**config.mk**
```make
export PLATFORM = sky130hd
export DESIGN_NAME = time_surface_scanner_flat
export DESIGN_NICKNAME = d
export VERILOG_FILES = /design/src/rtl/time_surface_scanner_pkg.sv /design/src/rtl/time_surface_scanner_if.sv /design/src/rtl/time_surface_scanner.sv /design/src/flat_wrapper.sv
export SDC_FILE = /design/constraint.sdc
export NUM_CORES = 1
export LEC_CHECK = 0
export CORE_AREA = 5 5 123 125
export DETAILED_ROUTE_END_ITERATION = 8
export DIE_AREA = 0 0 128 130
export HOLD_SLACK_MARGIN = 0.12
export PLACE_DENSITY = 0.87
export SYNTH_ARGS = -nofsm -noshare
export SYNTH_HDL_FRONTEND = slang
export SYNTH_SLANG_ARGS = --single-unit
export TNS_END_PERCENT = 50
```
**constraint.sdc**
```tcl
create_clock -name clk -period 5.4 [get_ports clk]
set_input_delay 1.08 -clock clk [delete_from_list [all_inputs] [get_ports clk]]
set_output_delay 1.08 -clock clk [all_outputs]
set_load 0.01 [all_outputs]
```
**src/rtl/time_surface_scanner_pkg.sv**
```systemverilog
// Shared types and constants for the DVS time-surface feature path.
package dvs_pkg;
    localparam int TS_W        = 16;
    localparam int GRID        = 16;
    localparam int REGION      = 4;
    localparam int ADDR_W      = 8;
    localparam int NUM_REGIONS = 16;

    typedef logic [TS_W-1:0] ts_t;
    typedef logic [4:0]      region_cnt_t;

    typedef enum logic [1:0] {
        S_IDLE,
        S_SCAN,
        S_DRAIN,
        S_EMIT
    } scan_state_t;

    // Cell address {row[3:0], col[3:0]} -> region {row[3:2], col[3:2]}
    function automatic logic [3:0] region_of(input logic [ADDR_W-1:0] addr);
        return {addr[7:6], addr[3:2]};
    endfunction
endpackage

```
**src/rtl/time_surface_scanner_if.sv**
```systemverilog
// BRAM read port and feature stream of the time-surface scanner.
interface time_surface_scanner_if;
    import dvs_pkg::*;

    logic [ADDR_W-1:0] bram_addr;
    ts_t               bram_dout;
    logic              feat_valid;
    logic              feat_ready;
    logic [3:0]        feat_idx;
    region_cnt_t       feat_count;

    modport master (
        output bram_addr,
        input  bram_dout,
        output feat_valid,
        output feat_idx,
        output feat_count,
        input  feat_ready
    );

    modport slave (
        input  bram_addr,
        output bram_dout,
        input  feat_valid,
        input  feat_idx,
        input  feat_count,
        output feat_ready
    );
endinterface

```
**src/rtl/time_surface_scanner.sv**
```systemverilog
// Sweeps the 256-cell timestamp BRAM, counts recent cells per 4x4 region,
// then streams the 16 region counts over valid/ready.
module time_surface_scanner
    import dvs_pkg::*;
(
    input  logic                          clk,
    input  logic                          rst_n,
    input  logic                          start,
    input  ts_t                           now_ts,
    input  ts_t                           window,
    output logic                          busy,
    output logic                          done,
    time_surface_scanner_if.master        bus
);

    scan_state_t       r_state, w_next;
    logic [ADDR_W-1:0] r_addr;
    logic [ADDR_W-1:0] r_tag;
    logic              r_tag_v;
    ts_t               r_now, r_win;
    region_cnt_t       r_cnt [NUM_REGIONS];
    logic [3:0]        r_idx;
    logic              r_done;

    logic              w_start;
    logic              w_hs;
    ts_t               w_age;
    logic              w_recent;

    assign w_start  = (r_state == S_IDLE) && start;
    assign w_hs     = bus.feat_valid && bus.feat_ready;
    // Unsigned wrap subtraction handles timestamp rollover for free
    assign w_age    = r_now - bus.bram_dout;
    assign w_recent = r_tag_v && (w_age < r_win);

    always_ff @(posedge clk or negedge rst_n) begin
        if (!rst_n) r_state <= S_IDLE;
        else        r_state <= w_next;
    end

    always_comb begin
        w_next = r_state;
        case (r_state)
            S_IDLE:  if (start) w_next = S_SCAN;
            S_SCAN:  if (r_addr == '1) w_next = S_DRAIN;
            S_DRAIN: w_next = S_EMIT;
            S_EMIT:  if (w_hs && (r_idx == 4'd15)) w_next = S_IDLE;
            default: w_next = S_IDLE;
        endcase
    end

    always_ff @(posedge clk or negedge rst_n) begin
        if (!rst_n) begin
            r_addr  <= '0;
            r_tag   <= '0;
            r_tag_v <= 1'b0;
            r_now   <= '0;
            r_win   <= '0;
            r_idx   <= '0;
            r_done  <= 1'b0;
            for (int unsigned i = 0; i < NUM_REGIONS; i++) r_cnt[i] <= '0;
        end else begin
            r_tag   <= r_addr;
            r_tag_v <= (r_state == S_SCAN);
            r_done  <= w_hs && (r_idx == 4'd15);

            if (w_start) begin
                r_now  <= now_ts;
                r_win  <= window;
                r_addr <= '0;
                r_idx  <= '0;
                for (int unsigned i = 0; i < NUM_REGIONS; i++) r_cnt[i] <= '0;
            end else begin
                if ((r_state == S_SCAN) && (r_addr != '1)) r_addr <= r_addr + 1'b1;
                if (w_recent) r_cnt[region_of(r_tag)] <= r_cnt[region_of(r_tag)] + 5'd1;
                if (w_hs) r_idx <= r_idx + 4'd1;
            end
        end
    end

    assign bus.bram_addr  = r_addr;
    assign bus.feat_valid = (r_state == S_EMIT);
    assign bus.feat_idx   = r_idx;
    assign bus.feat_count = (r_state == S_EMIT) ? r_cnt[r_idx] : '0;
    assign busy           = (r_state != S_IDLE);
    assign done           = r_done;

endmodule

```
**src/flat_wrapper.sv**
```systemverilog
// flat-port wrapper written by rule: the top's interface ports become plain ports
module time_surface_scanner_flat import dvs_pkg::*;
  (clk, rst_n, start, now_ts, window, busy, done, bus_bram_addr, bus_bram_dout, bus_feat_valid, bus_feat_idx, bus_feat_count, bus_feat_ready);
  time_surface_scanner_if bus_i ();
  input  logic clk;
  input  logic rst_n;
  input  logic start;
  input  ts_t now_ts;
  input  ts_t window;
  output logic busy;
  output logic done;
  output wire logic [$bits(bus_i.bram_addr)-1:0] bus_bram_addr;
  input wire logic [$bits(bus_i.bram_dout)-1:0] bus_bram_dout;
  output wire logic [$bits(bus_i.feat_valid)-1:0] bus_feat_valid;
  output wire logic [$bits(bus_i.feat_idx)-1:0] bus_feat_idx;
  output wire logic [$bits(bus_i.feat_count)-1:0] bus_feat_count;
  input wire logic [$bits(bus_i.feat_ready)-1:0] bus_feat_ready;
  assign bus_bram_addr = bus_i.bram_addr;
  assign bus_i.bram_dout = bus_bram_dout;
  assign bus_feat_valid = bus_i.feat_valid;
  assign bus_feat_idx = bus_i.feat_idx;
  assign bus_feat_count = bus_i.feat_count;
  assign bus_i.feat_ready = bus_feat_ready;
  time_surface_scanner u_core (.clk(clk), .rst_n(rst_n), .start(start), .now_ts(now_ts), .window(window), .busy(busy), .done(done), .bus(bus_i));
endmodule
```
==> impl_metrics.yaml <==
run_status:
  status: "finished, final reports clean"
placement:
  gp_congestion: 0.9464
  port_buffers: 71
  dp_hpwl_mm: 14.01
  place_area_um2: 8929
route:
  drc: 0
  via_per_inst: 6.146
  wl_per_cell_um: 20.32
  dr.pass1.iters: 7
  via_count: 6429
  drt_wl_total_mm: 21.26
  ant_nets: 0
  initialDrtViolationCount: 657
logic_synthesis:
  synth_top_family_by_area: "multiplexers"
  synth_compound_area_share_pct: 9.565
  async_flop_share_pct: 100.0
  syn-num-nets: 864
  ys_warn_count: 0
  synth_edf_count: 0
  ys_types: 61
  synth-simple-area-share_pct: 14.92
  syn-cell-area_um2: 7966
  synthFlopType: "dfrtp_1"
  seq_area_frac_synth_pct: 41.46
  synth_fa_ha_area_share_pct: 6.220
  syn-instance-count: 773
  ys_ff_latch: 132
  synthXorXnorAreaFrac_pct: 2.953
  avgSynthCellArea_um2: 10.31
  synthMuxAreaShare_pct: 19.70
sta:
  finalSetupTns_ps: 0
  worstMarginPinSlew_ps: 1248
  maxSlewViolCount: 0
  setup_viol: 0
  final-hold-violation-count: 0
  fin_skew_ps: 7.227
  finalCritPeriodShare_pct: 94.31
  rsz0062_at_grt: "no"
  max_freq_mhz: 196.4
  fin_crit_ps: 5093
  max_slew_margin_pct: 16.59
critical_path:
  crit_type: "input pin to register"
  crit_required_ps: 5690
  path_max_fanout: 5
  crit_arrival_ps: 5380
  end_kind: "register"
  start_kind: "input pin"
grt:
  grt_pass1_wl_mm: 35.10
  grt_usage_pct: 26.98
  grt_max_degree: 79
  grt_pass1_vias: 6779
  overflow: 0
  antenna_found_initial: 0
clock_network:
  cts_root_buf: "clkbuf_16"
  cts_tree: "done"
  clkTransAtPathRegs_ps: 60
  clk_latency_ps: 430
  numClockSinks: 132
  cts_buffer_depth: 2
  cts_buffers: 17
  holdBufCountCts: 0
  htreeDepth: 4
floorplanning:
  rows: 43
  die_x_um: 128
  dieArea_um2: 16640
  core_area_um2: 13770
  io_pins: 72
  die_y_um: 130
  start_util_pct: 57.84
layout:
  n_antenna_cell: 0
  nets: 944
  drive_gt1_share_pct: 14.20
  design_area_um2: 9585
  area_delta_synth_final_pct: 20.32
min_path:
  hp-class: "register to register"
flow_run:
  max_cap_violations: 0
pwr:
  cellPowerDensity_nw_per_um2: 537.9
  power_mw: 5.156
  p_leak_nw: 4.480
  ir_drop_uv: 319.6
-- cell usage in the layout, fill, tap and decap left out, types with 35 or more instances in the layout --
| cell type | n |
|---|---|
| dfrtp_1 | 132 |
| nor2_1 | 101 |
| nand2_1 | 100 |
| clkdlybuf4s50_1 | 70 |
| inv_1 | 47 |
| mux2i_1 | 45 |
| o21ai_0 | 39 |
| ha_1 | 38 |
| mux4_2 | 37 |
| buf_4 | 35 |
-- cells in the mapped netlist (6+ instances only) --
master    count  area share, %
dfrtp_1     132             41
nor2_1      101            4.8
nand2_1     100            4.7
inv_1        47            2.2
mux2i_1      45            5.7
o21ai_0      39            2.5
ha_1         38            6.0
mux4_2       37             10
a21oi_1      28            1.8
clkbuf_1     25            1.2
nand3_1      14           0.88
a211oi_1     13            1.2
xnor2_1      12            1.3
nor2b_1      11           0.86
mux4_1       10            3.3
nor3_1        9           0.57
and2_1        8           0.63
xor2_1        8           0.88
and3_1        6           0.47
nand4_1       6           0.47
o21a_1        6           0.57
-- worst paths after layout --
| check | start | cells after the start | slack (ps) | endpoint |
|---|---|---|---|---|
| worst max-delay path | bus_bram_dout[1] | 20 | 310 | u_core.r_cnt[5] |
| worst min-delay path | u_core.bus.bram_addr[3] | 0 | 470 | u_core.r_tag[3] |
| worst max register to register | u_core.r_now[0] | 20 | 1090 | u_core.r_cnt[5] |
| worst min register to register | u_core.bus.bram_addr[3] | 0 | 470 | u_core.r_tag[3] |
| max in group asynchronous | rst_n | 2 | 3720 | u_core.r_cnt[42] |
| min in group asynchronous | rst_n | 1 | 630 | u_core.r_now[4] |
-- layout make-up --
type,instances,area (µm²)
multi-input combinational,548,4253
fill,944,4188
sequential,132,3303
timing repair buffer,105,963.4
clock buffer,19,452.9
tap,180,225.2
clock inverter,13,203.9
inverter,49,183.9
-- metrics by stage --
step	util, %	worst slack [ps]	instances	hold WS [ps]
6_report	69.59	307.2	1046	468.1
5_1_grt	69.59	8.807	1046	496.8
4_1_cts	69.59	365.0	1046	471.9
3_5_place_dp	64.83	-69.69	1014	453.4
3_3_place_gp	64.83	13.85	1014	450.6
2_1_floorplan	-	571.6	773	445.5
-- critical path, stage by stage --
cell	delay, ps
clkdlybuf4s50_1	490
inv_1	50
ha_1	280
nor2b_1	130
o21a_1	180
o21a_1	200
o31a_1	330
o22ai_1	250
mux2i_1	220
o2111ai_1	150
ha_1	310
a21oi_1	160
o21a_1	150
a2bb2oi_1	170
buf_4	150
o21ai_1	90
or4_1	580
buf_4	200
mux2i_1	160
nor2_1	60
-- logic make-up after synthesis --
kind of cell,count (synthesis)
compound gates,119
buf+inv,93
xor+xnor,23
simple gates,273
fa+ha+maj,39
flops,132
mux,94
-- metal layers --
metal	global-route usage, %	vias to the layer above	share of wire [%]
met3	6.058	64	7.9
li1	-	2871	-
met4	11.24	0	3.2
met2	44.86	332	49
met5	0	-	0
met1	34.44	3162	39
-- timing repair --
item | CTS | global route
buffers inserted | 0 | 0
resized for setup | 0 | 1
setup endpoints to repair | 0 | 41
-- flip-flops by register name (all words and copies together), names as in the netlist --
register	flops
u_core.r_cnt	80
u_core.r_state	2
u_core.r_tag	4
u_core.r_tag_v	1
u_core.r_win	16
u_core.done	1
u_core.bus.feat_idx	4
u_core.bus.bram_addr	8
u_core.r_now	16
-- report_power, final --
part	switching, mW	total [mW]	internal, mW
sequential	0.224	1.46	1.23
combinational	1.35	2.40	1.05
clock	0.451	1.29	0.842
Note: power is estimated with default switching activity, not from simulation.
